`config.mk`:
```
export PLATFORM = sky130hd
export DESIGN_NAME = noc_switch_alloc_flat
export DESIGN_NICKNAME = d
export VERILOG_FILES = /design/src/rtl/noc_switch_alloc_if.sv /design/src/rtl/noc_switch_alloc.sv /design/src/flat_wrapper.sv
export SDC_FILE = /design/constraint.sdc
export NUM_CORES = 1
export LEC_CHECK = 0
export ABC_CLOCK_PERIOD_IN_PS = 11300
export BUFFER_PORTS_ARGS = -buffer_cell sky130_fd_sc_hd__buf_2
export CAP_MARGIN = 20
export CORE_UTILIZATION = 43
export CTS_CLUSTER_DIAMETER = 40
export DETAILED_ROUTE_END_ITERATION = 8
export HOLD_SLACK_MARGIN = 0.15
export PLACE_DENSITY_LB_ADDON = 0.3
export SKIP_CTS_REPAIR_TIMING = 1
export SYNTH_ARGS = -nofsm -noshare
export SYNTH_HDL_FRONTEND = slang
export SYNTH_SLANG_ARGS = --single-unit
```
`constraint.sdc`:
```
create_clock -name clk -period 11.3 [get_ports clk]
set_clock_uncertainty 0.05 [all_clocks]
set_input_delay 2.26 -clock clk [delete_from_list [all_inputs] [get_ports clk]]
set_output_delay 2.26 -clock clk [all_outputs]
set_load 0.05 [all_outputs]
```
`src/rtl/noc_switch_alloc_if.sv`:
```
// Bundle of the 5-port switch-allocator link signals.
// Port order everywhere: N=0, S=1, E=2, W=3, L=4.
//
// Handshakes:
//  - Input side: a buffer head is offered while mask_*_i=1. It is consumed
//    on the rising edge where pop_req_*_o=1. pop_req is combinational and is
//    only raised for a head that is offered.
//  - Output side: a flit transfers on a rising edge where valid_*_o=1 and
//    ready_*_i=1. While valid=1 and ready=0, the flit and valid are held
//    stable.
interface noc_switch_alloc_if;
  logic [15:0] north_q_i, south_q_i, east_q_i, west_q_i, local_q_i;
  logic        mask_n_i, mask_s_i, mask_e_i, mask_w_i, mask_l_i;
  logic        pop_req_n_o, pop_req_s_o, pop_req_e_o, pop_req_w_o, pop_req_l_o;
  logic [15:0] north_o, south_o, east_o, west_o, local_o;
  logic        valid_n_o, valid_s_o, valid_e_o, valid_w_o, valid_l_o;
  logic        ready_n_i, ready_s_i, ready_e_i, ready_w_i, ready_l_i;

  // Switch-allocator side
  modport master (
    input  north_q_i, south_q_i, east_q_i, west_q_i, local_q_i,
    input  mask_n_i, mask_s_i, mask_e_i, mask_w_i, mask_l_i,
    output pop_req_n_o, pop_req_s_o, pop_req_e_o, pop_req_w_o, pop_req_l_o,
    output north_o, south_o, east_o, west_o, local_o,
    output valid_n_o, valid_s_o, valid_e_o, valid_w_o, valid_l_o,
    input  ready_n_i, ready_s_i, ready_e_i, ready_w_i, ready_l_i
  );

  // Buffer / downstream-link side
  modport slave (
    output north_q_i, south_q_i, east_q_i, west_q_i, local_q_i,
    output mask_n_i, mask_s_i, mask_e_i, mask_w_i, mask_l_i,
    input  pop_req_n_o, pop_req_s_o, pop_req_e_o, pop_req_w_o, pop_req_l_o,
    input  north_o, south_o, east_o, west_o, local_o,
    input  valid_n_o, valid_s_o, valid_e_o, valid_w_o, valid_l_o,
    output ready_n_i, ready_s_i, ready_e_i, ready_w_i, ready_l_i
  );
endinterface

```
`src/rtl/noc_switch_alloc.sv`:
```
// XY-routing switch allocator: per-output round-robin arbitration over the
// five buffer heads, with one registered flit slot per output link.
module noc_switch_alloc #(
  parameter int X_ID = 1,
  parameter int Y_ID = 1
) (
  input  logic                 clk,
  input  logic                 rst,   // asynchronous, active low
  noc_switch_alloc_if.master   sw
);

  localparam logic [2:0] XC = 3'(X_ID);
  localparam logic [2:0] YC = 3'(Y_ID);

  localparam logic [2:0] DIR_N = 3'd0;
  localparam logic [2:0] DIR_S = 3'd1;
  localparam logic [2:0] DIR_E = 3'd2;
  localparam logic [2:0] DIR_W = 3'd3;
  localparam logic [2:0] DIR_L = 3'd4;

  logic [15:0] head [5];
  logic [4:0]  mask;
  logic [4:0]  ready;

  assign head[0] = sw.north_q_i;
  assign head[1] = sw.south_q_i;
  assign head[2] = sw.east_q_i;
  assign head[3] = sw.west_q_i;
  assign head[4] = sw.local_q_i;
  assign mask    = {sw.mask_l_i, sw.mask_w_i, sw.mask_e_i, sw.mask_s_i, sw.mask_n_i};
  assign ready   = {sw.ready_l_i, sw.ready_w_i, sw.ready_e_i, sw.ready_s_i, sw.ready_n_i};

  logic [15:0] data_q  [5];
  logic [15:0] data_d  [5];
  logic [4:0]  valid_q, valid_d;
  logic [2:0]  ptr_q   [5];
  logic [2:0]  ptr_d   [5];

  logic [2:0]  dir   [5];
  logic [4:0]  req   [5];   // req[o][i]: input i wants output o
  logic [4:0]  grant [5];   // grant[o][i]
  logic [2:0]  win   [5];
  logic [4:0]  can_acc;
  logic [4:0]  pop;

  // XY route compute for each head flit (X first, then Y, else local)
  always_comb begin
    for (int i = 0; i < 5; i++) begin
      if (head[i][15:13] > XC)      dir[i] = DIR_E;
      else if (head[i][15:13] < XC) dir[i] = DIR_W;
      else if (head[i][12:10] > YC) dir[i] = DIR_N;
      else if (head[i][12:10] < YC) dir[i] = DIR_S;
      else                          dir[i] = DIR_L;
    end
  end

  // Request matrix: only offered heads request their routed output
  always_comb begin
    for (int o = 0; o < 5; o++) begin
      req[o] = '0;
      for (int i = 0; i < 5; i++) begin
        req[o][i] = mask[i] && (dir[i] == 3'(o));
      end
    end
  end

  // Round-robin arbitration per output, gated by slot availability
  always_comb begin
    for (int o = 0; o < 5; o++) begin
      logic       found;
      logic [3:0] sum;
      logic [2:0] idx;
      grant[o]   = '0;
      win[o]     = '0;
      found      = 1'b0;
      sum        = '0;
      idx        = '0;
      can_acc[o] = !valid_q[o] || ready[o];
      for (int k = 0; k < 5; k++) begin
        sum = {1'b0, ptr_q[o]} + 4'(k);
        if (sum >= 4'd5) sum = sum - 4'd5;
        idx = sum[2:0];
        if (!found && can_acc[o] && req[o][idx]) begin
          grant[o][idx] = 1'b1;
          win[o]        = idx;
          found         = 1'b1;
        end
      end
    end
  end

  // Pop whichever inputs won any output; never pop while in reset
  always_comb begin
    pop = '0;
    for (int o = 0; o < 5; o++) begin
      pop = pop | grant[o];
    end
    if (!rst) pop = '0;
  end

  // Output slot update: load on grant, drain on ready, otherwise hold
  always_comb begin
    for (int o = 0; o < 5; o++) begin
      data_d[o]  = data_q[o];
      valid_d[o] = valid_q[o];
      ptr_d[o]   = ptr_q[o];
      if (|grant[o]) begin
        data_d[o]  = head[win[o]];
        valid_d[o] = 1'b1;
        ptr_d[o]   = (win[o] == 3'd4) ? 3'd0 : win[o] + 3'd1;
      end else if (ready[o]) begin
        valid_d[o] = 1'b0;
      end
    end
  end

  // State registers with asynchronous active-low clear
  always_ff @(posedge clk or negedge rst) begin
    if (!rst) begin
      valid_q <= '0;
      for (int o = 0; o < 5; o++) begin
        data_q[o] <= '0;
        ptr_q[o]  <= '0;
      end
    end else begin
      valid_q <= valid_d;
      for (int o = 0; o < 5; o++) begin
        data_q[o] <= data_d[o];
        ptr_q[o]  <= ptr_d[o];
      end
    end
  end

  assign sw.pop_req_n_o = pop[0];
  assign sw.pop_req_s_o = pop[1];
  assign sw.pop_req_e_o = pop[2];
  assign sw.pop_req_w_o = pop[3];
  assign sw.pop_req_l_o = pop[4];

  assign sw.north_o = data_q[0];
  assign sw.south_o = data_q[1];
  assign sw.east_o  = data_q[2];
  assign sw.west_o  = data_q[3];
  assign sw.local_o = data_q[4];

  assign sw.valid_n_o = valid_q[0];
  assign sw.valid_s_o = valid_q[1];
  assign sw.valid_e_o = valid_q[2];
  assign sw.valid_w_o = valid_q[3];
  assign sw.valid_l_o = valid_q[4];

endmodule

```
`src/flat_wrapper.sv`:
```
// flat-port wrapper written by rule: the top's interface ports become plain ports
module noc_switch_alloc_flat 
#(
  parameter int X_ID = 1,
  parameter int Y_ID = 1
)
  (clk, rst, sw_north_q_i, sw_south_q_i, sw_east_q_i, sw_west_q_i, sw_local_q_i, sw_mask_n_i, sw_mask_s_i, sw_mask_e_i, sw_mask_w_i, sw_mask_l_i, sw_pop_req_n_o, sw_pop_req_s_o, sw_pop_req_e_o, sw_pop_req_w_o, sw_pop_req_l_o, sw_north_o, sw_south_o, sw_east_o, sw_west_o, sw_local_o, sw_valid_n_o, sw_valid_s_o, sw_valid_e_o, sw_valid_w_o, sw_valid_l_o, sw_ready_n_i, sw_ready_s_i, sw_ready_e_i, sw_ready_w_i, sw_ready_l_i);
  noc_switch_alloc_if sw_i ();
  input  logic clk;
  input  logic rst;
  input wire logic [$bits(sw_i.north_q_i)-1:0] sw_north_q_i;
  input wire logic [$bits(sw_i.south_q_i)-1:0] sw_south_q_i;
  input wire logic [$bits(sw_i.east_q_i)-1:0] sw_east_q_i;
  input wire logic [$bits(sw_i.west_q_i)-1:0] sw_west_q_i;
  input wire logic [$bits(sw_i.local_q_i)-1:0] sw_local_q_i;
  input wire logic [$bits(sw_i.mask_n_i)-1:0] sw_mask_n_i;
  input wire logic [$bits(sw_i.mask_s_i)-1:0] sw_mask_s_i;
  input wire logic [$bits(sw_i.mask_e_i)-1:0] sw_mask_e_i;
  input wire logic [$bits(sw_i.mask_w_i)-1:0] sw_mask_w_i;
  input wire logic [$bits(sw_i.mask_l_i)-1:0] sw_mask_l_i;
  output wire logic [$bits(sw_i.pop_req_n_o)-1:0] sw_pop_req_n_o;
  output wire logic [$bits(sw_i.pop_req_s_o)-1:0] sw_pop_req_s_o;
  output wire logic [$bits(sw_i.pop_req_e_o)-1:0] sw_pop_req_e_o;
  output wire logic [$bits(sw_i.pop_req_w_o)-1:0] sw_pop_req_w_o;
  output wire logic [$bits(sw_i.pop_req_l_o)-1:0] sw_pop_req_l_o;
  output wire logic [$bits(sw_i.north_o)-1:0] sw_north_o;
  output wire logic [$bits(sw_i.south_o)-1:0] sw_south_o;
  output wire logic [$bits(sw_i.east_o)-1:0] sw_east_o;
  output wire logic [$bits(sw_i.west_o)-1:0] sw_west_o;
  output wire logic [$bits(sw_i.local_o)-1:0] sw_local_o;
  output wire logic [$bits(sw_i.valid_n_o)-1:0] sw_valid_n_o;
  output wire logic [$bits(sw_i.valid_s_o)-1:0] sw_valid_s_o;
  output wire logic [$bits(sw_i.valid_e_o)-1:0] sw_valid_e_o;
  output wire logic [$bits(sw_i.valid_w_o)-1:0] sw_valid_w_o;
  output wire logic [$bits(sw_i.valid_l_o)-1:0] sw_valid_l_o;
  input wire logic [$bits(sw_i.ready_n_i)-1:0] sw_ready_n_i;
  input wire logic [$bits(sw_i.ready_s_i)-1:0] sw_ready_s_i;
  input wire logic [$bits(sw_i.ready_e_i)-1:0] sw_ready_e_i;
  input wire logic [$bits(sw_i.ready_w_i)-1:0] sw_ready_w_i;
  input wire logic [$bits(sw_i.ready_l_i)-1:0] sw_ready_l_i;
  assign sw_i.north_q_i = sw_north_q_i;
  assign sw_i.south_q_i = sw_south_q_i;
  assign sw_i.east_q_i = sw_east_q_i;
  assign sw_i.west_q_i = sw_west_q_i;
  assign sw_i.local_q_i = sw_local_q_i;
  assign sw_i.mask_n_i = sw_mask_n_i;
  assign sw_i.mask_s_i = sw_mask_s_i;
  assign sw_i.mask_e_i = sw_mask_e_i;
  assign sw_i.mask_w_i = sw_mask_w_i;
  assign sw_i.mask_l_i = sw_mask_l_i;
  assign sw_pop_req_n_o = sw_i.pop_req_n_o;
  assign sw_pop_req_s_o = sw_i.pop_req_s_o;
  assign sw_pop_req_e_o = sw_i.pop_req_e_o;
  assign sw_pop_req_w_o = sw_i.pop_req_w_o;
  assign sw_pop_req_l_o = sw_i.pop_req_l_o;
  assign sw_north_o = sw_i.north_o;
  assign sw_south_o = sw_i.south_o;
  assign sw_east_o = sw_i.east_o;
  assign sw_west_o = sw_i.west_o;
  assign sw_local_o = sw_i.local_o;
  assign sw_valid_n_o = sw_i.valid_n_o;
  assign sw_valid_s_o = sw_i.valid_s_o;
  assign sw_valid_e_o = sw_i.valid_e_o;
  assign sw_valid_w_o = sw_i.valid_w_o;
  assign sw_valid_l_o = sw_i.valid_l_o;
  assign sw_i.ready_n_i = sw_ready_n_i;
  assign sw_i.ready_s_i = sw_ready_s_i;
  assign sw_i.ready_e_i = sw_ready_e_i;
  assign sw_i.ready_w_i = sw_ready_w_i;
  assign sw_i.ready_l_i = sw_ready_l_i;
  noc_switch_alloc #(.X_ID(X_ID), .Y_ID(Y_ID)) u_core (.clk(clk), .rst(rst), .sw(sw_i));
endmodule
```
# Word level (Yosys, flattened, before mapping)
# Index checks and enable logic that the tools add are counted.
[word_totals]
ff_bits = 100
in_bits = 92
output_inout_bits = 90
wordCells = 605
[classes]
add_sub_neg = 50
magnitude_cmp = 100
n_eq_ne = 25
mux = 246
n_bitwise = 29
reduce_logical = 140
[ops]
columns = ["op", "count"]
rows = [
  ["$bmux 16 s3", 5],
  ["$mux 3", 75],
  ["$mux 16", 10],
  ["$mux 5", 26],
  ["$or 5x5->5", 24],
  ["$lt 3x4->1 const B", 25],
  ["$logic_and 1x1->1", 95],
  ["$ge 4x3->1 const B", 20],
  ["$mux 1", 80],
  ["$bmux 1 s3", 25],
  ["$demux 1 s3", 25],
  ["$ge 3x1->1 const B", 25],
  ["$sub 3x3->3 const B", 25],
  ["$add 3x2->4 const B", 10],
  ["$eq 3x2->1 const B", 10],
  ["$eq 3x3->1 const B", 10],
  ["$gt 3x1->1 const B", 10],
  ["$lt 3x1->1 const B", 10],
  ["$logic_not 1->1", 25],
  ["$reduce_or 5->1", 5],
  ["$add 3x1->4 const B", 5],
  ["$add 3x3->4 const B", 5],
  ["$ge 4x4->1 const B", 5],
  ["$not 3->4", 5],
  ["other kinds (6)", 30],
]

# Depth between registers and ports, before layout
# Gate-level depths: netlist of run 1.
[logic_depth]
ltp_word = 32
depth_mapped = 21

# Worst setup path before layout of run 1
# OpenSTA, ideal clock, no wires.
[synth_timing]
kind = "input-to-output"
startpoint = "input port sw_south_q_i[15]"
endpoint = "output port sw_pop_req_l_o"
arrival_ps = 5133
required_time_ps = 8990
slack_ps = 3857
path_stages = 10
cell_sequence = "and4bb_2 > o21ai_0 > nor2_1 > o32ai_2 > nand2_1 > or3_1 > or3_1 > o221ai_2 > buf_2 > o41a_1"
[synth_between]
elab_chain_cells = 30
[synth_lines]
columns = ["item", "line", "rtl"]
rows = [
  ["from (decl)", "flat_wrapper.sv:12", "input wire logic [$bits(sw_i.south_q_i)-1:0] sw_south_q_i;"],
  ["$lt 3x1->1", "noc_switch_alloc.sv:50", "else if (head[i][15:13] < XC) dir[i] = DIR_W;"],
  ["$mux 3", "noc_switch_alloc.sv:50", ""],
  ["$mux 3 *", "noc_switch_alloc.sv:49", "if (head[i][15:13] > XC) dir[i] = DIR_E;"],
  ["$eq 3x1->1 or $logic_not 3->1 (tied branches)", "noc_switch_alloc.sv:62", "req[o][i] = mask[i] && (dir[i] == 3'(o));"],
  ["$logic_and 1x1->1", "noc_switch_alloc.sv:62", ""],
  ["$bmux 1 s3", "noc_switch_alloc.sv:83", "if (!found && can_acc[o] && req[o][idx]) begin"],
  ["$mux 1 (implied by the code)", "noc_switch_alloc.sv:83", ""],
  ["$logic_and 1x1->1", "noc_switch_alloc.sv:83", ""],
  ["(+10 left out)", "-", ""],
  ["$logic_and 1x1->1 (2 in a row)", "noc_switch_alloc.sv:83", ""],
  ["$mux 1", "noc_switch_alloc.sv:83", ""],
  ["$logic_not 1->1", "noc_switch_alloc.sv:83", ""],
  ["$logic_and 1x1->1 (2 in a row)", "noc_switch_alloc.sv:83", ""],
  ["$mux 5", "noc_switch_alloc.sv:83", ""],
  ["$or 5x5->5 (3 in a row)", "noc_switch_alloc.sv:96", "pop = pop | grant[o];"],
  ["$or 5x5->5 *", "noc_switch_alloc.sv:96", ""],
  ["$mux 5 *", "noc_switch_alloc.sv:98", "if (!rst) pop = '0;"],
  ["to (decl)", "flat_wrapper.sv:25", "output wire logic [$bits(sw_i.pop_req_l_o)-1:0] sw_pop_req_l_o;"],
]
# Mark *: on every way between the ends. The rest lies on a longest branch, timed or not. The select of a mux whose other input is x is not followed.

# Worst setup path in the final report of run 1
[layout_timing]
startpoint = "input port sw_west_q_i[15]"
endpoint = "output port sw_pop_req_l_o"
[layout_between]
elab_chain_cells = 30
[layout_lines]
columns = ["item", "line", "rtl"]
rows = [
  ["from (decl)", "flat_wrapper.sv:14", "input wire logic [$bits(sw_i.west_q_i)-1:0] sw_west_q_i;"],
  ["$lt 3x1->1", "noc_switch_alloc.sv:50", ""],
  ["$mux 3", "noc_switch_alloc.sv:50", ""],
  ["$mux 3 *", "noc_switch_alloc.sv:49", ""],
  ["$eq 3x1->1 or $logic_not 3->1 (tied branches)", "noc_switch_alloc.sv:62", ""],
  ["$logic_and 1x1->1", "noc_switch_alloc.sv:62", ""],
  ["$bmux 1 s3", "noc_switch_alloc.sv:83", ""],
  ["$mux 1 (implied by the code)", "noc_switch_alloc.sv:83", ""],
  ["$logic_and 1x1->1", "noc_switch_alloc.sv:83", ""],
  ["(+10 left out)", "-", ""],
  ["$logic_and 1x1->1 (2 in a row)", "noc_switch_alloc.sv:83", ""],
  ["$mux 1", "noc_switch_alloc.sv:83", ""],
  ["$logic_not 1->1", "noc_switch_alloc.sv:83", ""],
  ["$logic_and 1x1->1 (2 in a row)", "noc_switch_alloc.sv:83", ""],
  ["$mux 5", "noc_switch_alloc.sv:83", ""],
  ["$or 5x5->5 (3 in a row)", "noc_switch_alloc.sv:96", ""],
  ["$or 5x5->5 *", "noc_switch_alloc.sv:96", ""],
  ["$mux 5 *", "noc_switch_alloc.sv:98", ""],
]
# Marked as above.

==> results of run 1 <==
==> metal layers <==
layer	part of all wire, %	track usage (%)	vias to the layer above
li1	-	-	6348
met1	42	41.4	6727
met2	46	51.3	691
met3	8.2	5.29	120
met4	3.7	12.5	0
met5	0	0	-
==> critical path, stage by stage <==
cell and delay (ns):
buf_2 0.13, and4bb_2 0.41, nand3_1 0.25, or3_1 0.43, a21oi_1 0.20, o2bb2ai_1 0.30, and4_1 0.39, a221o_1 0.65
nand2b_1 0.26, o41a_1 0.43, buf_2 0.22
==> synthesized netlist by cell type, types with 11 or more instances <==
library cell / n / share of area, %
a32oi_1: 13 / 0.90
ha_1: 53 / 5.2
a21oi_1: 106 / 4.2
nor4_1: 13 / 0.64
a211oi_1: 18 / 1.1
nor2_1: 138 / 4.1
dfrtp_1: 100 / 20
nand2b_1: 31 / 1.5
or2_2: 11 / 0.54
buf_4: 14 / 0.83
o21a_1: 11 / 0.65
inv_1: 49 / 1.4
buf_2: 42 / 1.7
a21o_1: 14 / 0.83
xnor2_1: 21 / 1.4
nor3_1: 34 / 1.3
nand4_1: 17 / 0.84
o21ai_1: 21 / 0.83
nor4b_1: 13 / 0.90
nor2b_1: 45 / 2.2
clkbuf_1: 36 / 1.1
o22ai_1: 16 / 0.79
a221o_1: 14 / 1.1
mux2i_1: 98 / 7.7
nand3_1: 40 / 1.6
a31oi_1: 34 / 1.7
a22oi_1: 35 / 2.1
and2_1: 28 / 1.4
nand2_1: 152 / 4.5
a32o_1: 18 / 1.4
o21ai_0: 71 / 2.8
mux2_2: 36 / 3.2
or3_1: 15 / 0.74
o22a_1: 14 / 0.97
==> worst max path at each step <==
stage / end / slack, ns / cells past startpoint
2_1_floorplan: sw_pop_req_l_o / 3.86 / 10
3_3_place_gp: sw_pop_req_l_o / 3.11 / 11
3_5_place_dp: sw_pop_req_l_o / 3.12 / 11
4_1_cts: sw_pop_req_l_o / 3.13 / 11
5_1_grt: sw_pop_req_e_o / 2.89 / 12
6_report: sw_pop_req_l_o / 3.06 / 11
==> logic make-up (layout without fill, tap and decap cells) <==
| family | after synthesis | in the layout | share of synthesized area (%) |
|---|---|---|---|
| AO/OA/AOI/OAI | 521 | 521 | 29.3 |
| XOR/XNOR | 25 | 25 | 1.73 |
| adder cells (fa/ha/maj) | 58 | 58 | 6.02 |
| buffers and inverters | 154 | 276 | 5.50 |
| flip-flops | 100 | 100 | 19.7 |
| multiplexers | 144 | 144 | 12.5 |
| other | 0 | 1 | 0 |
| AND/OR/NAND/NOR | 608 | 608 | 25.3 |
==> final cells by class <==
class	instances	area, sq um
sequential	100	2500
tap	384	480
antenna	1	2.50
fill	2868	14800
clock inverter	6	76.3
multi-input combinational	1356	9520
timing repair buffer	203	1070
clock buffer	10	239
inverter	57	214
==> stage by stage <==
stage	instance area [sq um]	worst slack, ns	instances
after CTS	14100	3.13	2115
after floorplan	12700	3.86	1610
after global routing	14100	2.89	2117
final	14100	3.06	2117
after detailed placement	13800	3.12	2099
after global placement	13800	3.11	2099
==> state kept, by name, indices dropped and copies added (netlist names) <==
| register | count |
|---|---|
| u_core.sw.south_o | 16 |
| u_core.sw.local_o | 16 |
| u_core.sw.west_o | 16 |
| u_core.valid_q | 5 |
| u_core.sw.east_o | 16 |
| u_core.ptr_q | 15 |
| u_core.sw.north_o | 16 |
==> impl_metrics.tcl, run 1 <==
set metrics [dict create \
    clkSinkCount 100 \
    drv_cap 0 \
    wl_um 48800 \
    area_growth_pct 11.2 \
    final_cell_mix "buf_2 (180), nand2_1 (152), nor2_1 (138), a21oi_1 (106), dfrtp_1 (100)" \
    start_util_pct 44.0 \
    worst-slew-pin-transition_ns 1.20 \
    hp-class "reg2reg" \
    fin_util_pct 48.9 \
    drt_iter0_drc 1513 \
    die_y_um 174 \
    r2r-start "u_core.ptr_q[6]" \
    crit_type "in2out" \
    syn-num-nets 1760 \
    grt_usage_pct 31.5 \
    dp_hpwl_um 36900 \
    drc 0 \
    die_area_sq_um 30200 \
    rows 62 \
    dr_total_vias 13900 \
    core_area_sq_um 28900 \
    final_common_cell "buf_2" \
    yosysWarnings 0 \
    grt_pass1_vias 12900 \
    hold_path_end "u_core.sw.north_o[13]" \
    clk_latency_ns 0.37 \
    max_slew_margin_pct 19.9 \
    num-nets-final 1877 \
    setup_viol 0 \
    finalCriticalPeriod_ns 8.24 \
    ioPinCount 182 \
    place_congestion 0.989 \
    ys.flop_type "dfrtp_1" \
    min_from "u_core.sw.north_o[13]" \
    path_clk_slew_ns 0.08 \
    portBuffers 181 \
    ant_nets 0 \
    fmax_mhz 121 \
    syn_inst 1610 \
    reg2reg_slack_ns 4.94 \
    startpoint "sw_west_q_i[15]" \
    hold_viol_final 0 \
    cts_buffers 9 \
    grt-ovfl-total 0 \
    layout-drive-gt1-share_pct 18.2 \
    cts_tree "yes" \
    syn-cell-area_sq_um 12700 \
    grt_pass1_wl_um 75000 \
    drt-pass1-iter-count 5 \
    ys_types 102 \
    whs_ns 0.414 \
    holdPathStages 1 \
    ys_ff_latch 100 \
    ys_seq_area_share_pct 19.7 \
    clock_path_buffers 2 \
    worst_setup_path_end_kind "output pin" \
    dieWidth_um 174 \
    status "complete, no violations" \
    antenna_found_initial 1 \
    rsz0062_at_grt "false" \
    synthArstFlopShare_pct 100 \
    crit_required_ns 8.99 \
    grt_max_degree 60 \
    root_buffer "clkbuf_16" \
    ff2ff_path_depth 15 \
    period_share_pct 72.9 \
    wire_per_inst_um 23.0 \
    via_per_inst 6.56 \
    crit_fanout 14 \
    arrival_ns 5.93 \
    finalSetupTns_ns 0 \
    synth-edff-count 0 \
    start_kind "input pin" \
    postSynthAreaPerCell_sq_um 7.88 \
    h-tree-depth 3 \
    drv_slew 0 \
    r2r-end "u_core.sw.east_o[10]" \
]
Power of run 1 is not shown: default switching activity piles up to over one toggle a cycle in this logic, so the estimate is an artifact.
==> inputs of run 2 (changes only) <==
--- a/config.mk
+++ b/config.mk
@@ -5,7 +5,8 @@
 export SDC_FILE = /design/constraint.sdc
 export NUM_CORES = 1
 export LEC_CHECK = 0
-export ABC_CLOCK_PERIOD_IN_PS = 11300
+export ABC_AREA = 1
+export ABC_CLOCK_PERIOD_IN_PS = 8000
 export BUFFER_PORTS_ARGS = -buffer_cell sky130_fd_sc_hd__buf_2
 export CAP_MARGIN = 20
 export CORE_UTILIZATION = 43
==> constraint.sdc (replaced) <==
create_clock -name clk -period 8 [get_ports clk]
set_clock_uncertainty 0.05 [all_clocks]
set_input_delay 1.6 -clock clk [delete_from_list [all_inputs] [get_ports clk]]
set_output_delay 1.6 -clock clk [all_outputs]
set_load 0.05 [all_outputs]
==> impl_metrics.tcl, run 2 <==
set metrics [dict create \
    status "complete, no violations" \
    finalSetupTns_ns 0 \
    ff2ff_path_depth 20 \
    rsz0062_at_grt "false" \
    layout-drive-gt1-share_pct 13.1 \
    crit_required_ns 6.35 \
    ys.flop_type "dfrtp_1" \
    drc 0 \
    met2_usage_pct 52.1 \
    wl_um 55900 \
    final_common_cell "nand2_1" \
    synth_top_family_by_area "simple AND/OR/NAND/NOR gates" \
    root_buffer "clkbuf_16" \
    portBuffers 181 \
    synth_fa_ha_area_share_pct 5.52 \
    cts_tree "yes" \
    area_growth_pct 9.64 \
    h-tree-depth 3 \
    drv_cap 0 \
    synth_compound_area_share_pct 8.12 \
    hold_path_end "u_core.sw.local_o[13]" \
    drt-pass1-iter-count 8 \
    final_area_sq_um 15200 \
    fmax_mhz 154 \
    max_slew_margin_pct 34.3 \
    die_area_sq_um 32900 \
    start_util_pct 43.7 \
    crit_type "reg2out" \
    grt_pass1_wl_um 85900 \
    antenna_found_initial 0 \
    syn_inst 2424 \
    grt_usage_pct 33.3 \
    rows 65 \
    ys_ff_latch 100 \
    syn-num-nets 2574 \
    syn-cell-area_sq_um 13800 \
    whs_ns 0.420 \
    place_congestion 1.03 \
    core_area_sq_um 31600 \
    dp_hpwl_um 43500 \
    ant_nets 0 \
    drt_iter0_drc 1902 \
    r2r-start "u_core.ptr_q[3]" \
    holdPathStages 1 \
    worst_setup_path_end_kind "output pin" \
    grt_pass1_vias 15100 \
    ys_seq_area_share_pct 18.1 \
    reg2reg_slack_ns 2.79 \
    worst-slew-pin-transition_ns 0.983 \
    pre_cts_slack_ns 1.62 \
    die_y_um 181 \
    synth-xor-area-share_pct 1.36 \
    r2r-end "u_core.ptr_q[5]" \
    drv_slew 0 \
    hp-class "reg2reg" \
    finalCriticalPeriod_ns 6.51 \
    met3_usage_pct 4.76 \
    yosysTopAreaCell "nand2_1" \
    yosys-top-cells-area "nand2_1 (21%), dfrtp_1 (18%), nand3_1 (11%)" \
    min_from "u_core.sw.local_o[13]" \
    setup_viol 0 \
    clk_latency_ns 0.37 \
    muxShareOfSynthArea_pct 0 \
    path_clk_slew_ns 0.08 \
    antennaDiodeCount 0 \
    grt-ovfl-total 0 \
    synth-edff-count 0 \
    grt_max_degree 55 \
    synthArstFlopShare_pct 100 \
    final_cell_mix "nand2_1 (761), inv_1 (315), nand3_1 (301), nor2_1 (285), buf_2 (180)" \
    dr_total_vias 16900 \
    clkSinkCount 100 \
    synth_top_area_share_pct 20.7 \
    top_usage_layer "met2" \
    synth.most_common_cell "nand2_1" \
    ys_top_cells_by_count "nand2_1 (761), inv_1 (315), nand3_1 (301)" \
    crit_fanout 28 \
    via_per_inst 5.73 \
    place_area_sq_um 14800 \
    arrival_ns 4.86 \
    yosysWarnings 0 \
    hold_viol_final 0 \
    num-nets-final 2694 \
    finalWorstSetupSlack_ns 1.49 \
    start_kind "flop" \
    postSynthAreaPerCell_sq_um 5.71 \
    clock_path_buffers 2 \
    ioPinCount 182 \
    wire_per_inst_um 18.9 \
    ys_types 46 \
    cts_buffers 9 \
    synthSimpleGateAreaFrac_pct 54.3 \
    dieWidth_um 181 \
    period_share_pct 81.3 \
    grt_use_met1_pct 46.1 \
]
## run 2: per-layer routing
| layer | vias to the layer above | routed length (um) | share of wire [%] |
|---|---|---|---|
| li1 | 8091 | - | - |
| met1 | 7755 | 24000 | 43 |
| met2 | 916 | 24800 | 44 |
| met3 | 160 | 5020 | 9.0 |
| met4 | 0 | 2120 | 3.8 |
| met5 | - | 0 | 0 |
## run 2: final cells by class
class	instances	area [sq um]
Tap cell	402	503
Multi-Input combinational cell	1906	9580
Fill cell	3427	16500
Clock buffer	9	225
Sequential cell	100	2500
Inverter	334	1260
Timing Repair Buffer	193	998
Clock inverter	7	93.8
## run 2: worst max-delay path, cell delays in order, from the launching register on
cell and delay (ns):
dfrtp_1 0.64, inv_2 0.20, ha_1 0.26, ha_1 0.35, nand2_1 0.09, o21ai_1 0.13, nor2_1 0.28, nand3_1 0.12
nand3_1 0.20, nand2_1 0.11, inv_1 0.13, nand2_1 0.11, nor2_4 0.20, nand3_2 0.60, nor3_1 0.38, nor3_1 0.17
nand3_1 0.10, nand2_1 0.07, inv_1 0.09, buf_2 0.26
## run 2: how the worst max path moves through the flow
stage	from	end
after floorplan	sw_local_q_i[14]	sw_pop_req_s_o
after global placement	sw_local_q_i[14]	sw_pop_req_l_o
after detailed placement	sw_west_q_i[14]	sw_pop_req_l_o
after CTS	u_core.ptr_q[3]	sw_pop_req_w_o
after global routing	u_core.ptr_q[3]	sw_pop_req_w_o
final	u_core.ptr_q[3]	sw_pop_req_w_o
## run 2: cells by family after synthesis
| family | Yosys count |
|---|---|
| compound gates | 197 |
| xor+xnor | 15 |
| fa+ha+maj | 58 |
| buf+inv | 418 |
| flops | 100 |
| simple gates | 1636 |
## run 2: metrics by stage
step / instances / utilization, %
floorplan: 2424 / -
global placement: 2935 / 46.9
detailed placement: 2935 / 46.9
CTS: 2951 / 47.9
global route: 2951 / 47.9
finish: 2951 / 47.9
Power of run 2 is left out for the same reason.
==> inputs of run 3 (changes only) <==
--- a/config.mk
+++ b/config.mk
@@ -6,7 +6,7 @@
 export NUM_CORES = 1
 export LEC_CHECK = 0
 export ABC_AREA = 1
-export ABC_CLOCK_PERIOD_IN_PS = 8000
+export ABC_CLOCK_PERIOD_IN_PS = 6800
 export BUFFER_PORTS_ARGS = -buffer_cell sky130_fd_sc_hd__buf_2
 export CAP_MARGIN = 20
 export CORE_UTILIZATION = 43
==> constraint.sdc (replaced) <==
create_clock -name clk -period 6.8 [get_ports clk]
set_clock_uncertainty 0.05 [all_clocks]
set_input_delay 1.36 -clock clk [delete_from_list [all_inputs] [get_ports clk]]
set_output_delay 1.36 -clock clk [all_outputs]
set_load 0.05 [all_outputs]
==> impl_metrics.tcl, run 3 (synthesis results as in run 2) <==
set metrics [dict create \
    status "complete, no violations" \
    fillCellCount 3449 \
    final_cell_mix "nand2_1 (761), inv_1 (315), nand3_1 (301), nor2_1 (285), buf_2 (180)" \
    cts_buffers 9 \
    worst_setup_path_end_kind "output pin" \
    area_growth_pct 10.0 \
    grt-ovfl-total 0 \
    clk_latency_ns 0.36 \
    grt_pass1_wl_um 85300 \
    h-tree-depth 3 \
    hold_viol_final 0 \
    critPathMaxStageDelay_ns 0.71 \
    antenna_found_initial 1 \
    core_area_sq_um 31600 \
    antennaDiodeCount 0 \
    start_util_pct 43.7 \
    max_slew_margin_pct 40.9 \
    worst-slew-pin-transition_ns 0.884 \
    rows 65 \
    whs_ns 0.413 \
    path_common_cell "a21oi_1" \
    startpoint "u_core.ptr_q[12]" \
    grt_usage_pct 33.0 \
    via_per_inst 5.72 \
    fmax_mhz 164 \
    portBuffers 181 \
    clkSinkCount 100 \
    die_y_um 181 \
    dr_total_vias 16900 \
    rsz0062_at_grt "false" \
    cp_cell_sequence "inv_1, ha_1, ha_1, inv_1, a21oi_1, nor2_1, nand3_1, nand3_4, nand3_4, nor2_1, a21oi_1, nand3_1, nor4_1, a21oi_1, buf_2" \
    dp_cells 2942 \
    drv_cap 0 \
    critPathSlowestCell "dfrtp_1" \
    finalSetupTns_ns 0 \
    dieWidth_um 181 \
    root_buffer "clkbuf_16" \
    dp_hpwl_um 43100 \
    path_clk_slew_ns 0.08 \
    crit_type "reg2out" \
    clock_path_buffers 2 \
    layout-drive-gt1-share_pct 13.4 \
    worst-path-buf-inv 3 \
    hp-class "reg2reg" \
    crit_fanout 12 \
    grt_max_degree 55 \
    drt-pass1-iter-count 6 \
    ff2ff_path_depth 17 \
    drc 0 \
    wire_per_inst_um 18.8 \
    drt_iter0_drc 2237 \
    r2r-end "u_core.ptr_q[5]" \
    die_area_sq_um 32900 \
    wl_um 55500 \
    start_kind "flop" \
    num-nets-final 2701 \
    crit_end "sw_pop_req_n_o" \
    final_cells 2958 \
    place_congestion 1.03 \
    fin_util_pct 48.1 \
    finalCriticalPeriod_ns 6.08 \
    cts_tree "yes" \
    ioPinCount 182 \
    critical_path.top_delay_family "simple AND/OR/NAND/NOR gates" \
    reg2reg_slack_ns 1.61 \
    grt_pass1_vias 15100 \
    ant_nets 0 \
    arrival_ns 4.67 \
    crit_cells 15 \
    period_share_pct 89.4 \
    setup_viol 0 \
    r2r-start "u_core.ptr_q[3]" \
    crit_required_ns 5.39 \
    final_common_cell "nand2_1" \
    drv_slew 0 \
]
==> run 3: metrics by stage <==
| step | area, sq um | setup WS, ns |
|---|---|---|
| 3_3_place_gp | 14900 | 0.810 |
| 6_report | 15200 | 0.718 |
| 3_5_place_dp | 14900 | 0.964 |
| 2_1_floorplan | 13800 | 1.72 |
| 5_1_grt | 15200 | 0.531 |
| 4_1_cts | 15200 | 0.809 |
==> run 3: per-layer routing <==
layer  vias to the layer above  part of all wire [%]  track usage (%)  routed length (um)
li1                       8111                     -                -                   -
met1                      7821                    43             46.2               24000
met4                         0                   2.9             10.9                1620
met5                         -                     0                0                   0
met2                       854                    45             51.7               24700
met3                       127                   9.2             4.86                5090
==> run 3: how the worst min path moves through the flow <==
stage / startpoint / to / slack (ns) / cells after the start
global route: u_core.sw.north_o[13] / u_core.sw.north_o[13] / 0.44 / 1
finish: u_core.sw.local_o[13] / u_core.sw.local_o[13] / 0.41 / 1
global placement: u_core.sw.south_o[13] / u_core.sw.south_o[13] / 0.39 / 1
CTS: u_core.sw.south_o[13] / u_core.sw.south_o[13] / 0.42 / 1
floorplan: u_core.ptr_q[2] / u_core.ptr_q[2] / 0.55 / 2
detailed placement: u_core.sw.local_o[13] / u_core.sw.local_o[13] / 0.40 / 1
==> run 3: final cells by class <==
type / count / area (sq um) / share of cell area [%]
Timing Repair Buffer: 200 / 1050 / 6.91
Clock buffer: 9 / 225 / 1.48
Sequential cell: 100 / 2500 / 16.4
Multi-Input combinational cell: 1906 / 9580 / 63.0
Tap cell: 402 / 503 / 3.31
Inverter: 334 / 1260 / 8.26
Clock inverter: 7 / 92.6 / 0.609
==> run 3: worst register-to-register path, stage by stage, from the launching register on <==
cell and delay (ns):
dfrtp_1 0.58, inv_2 0.26, ha_1 0.18, inv_1 0.05
fa_1 0.42, a21oi_4 0.21, xor2_1 0.44, nor2_1 0.12
a21boi_0 0.25, nor2_2 0.11, nand4_1 0.13, inv_1 0.10
nor2_4 0.51, nand3_2 0.71, ha_1 0.49, or2_1 0.23
nand3_1 0.11, o21ai_1 0.10
Power of run 3 is left out for the same reason.
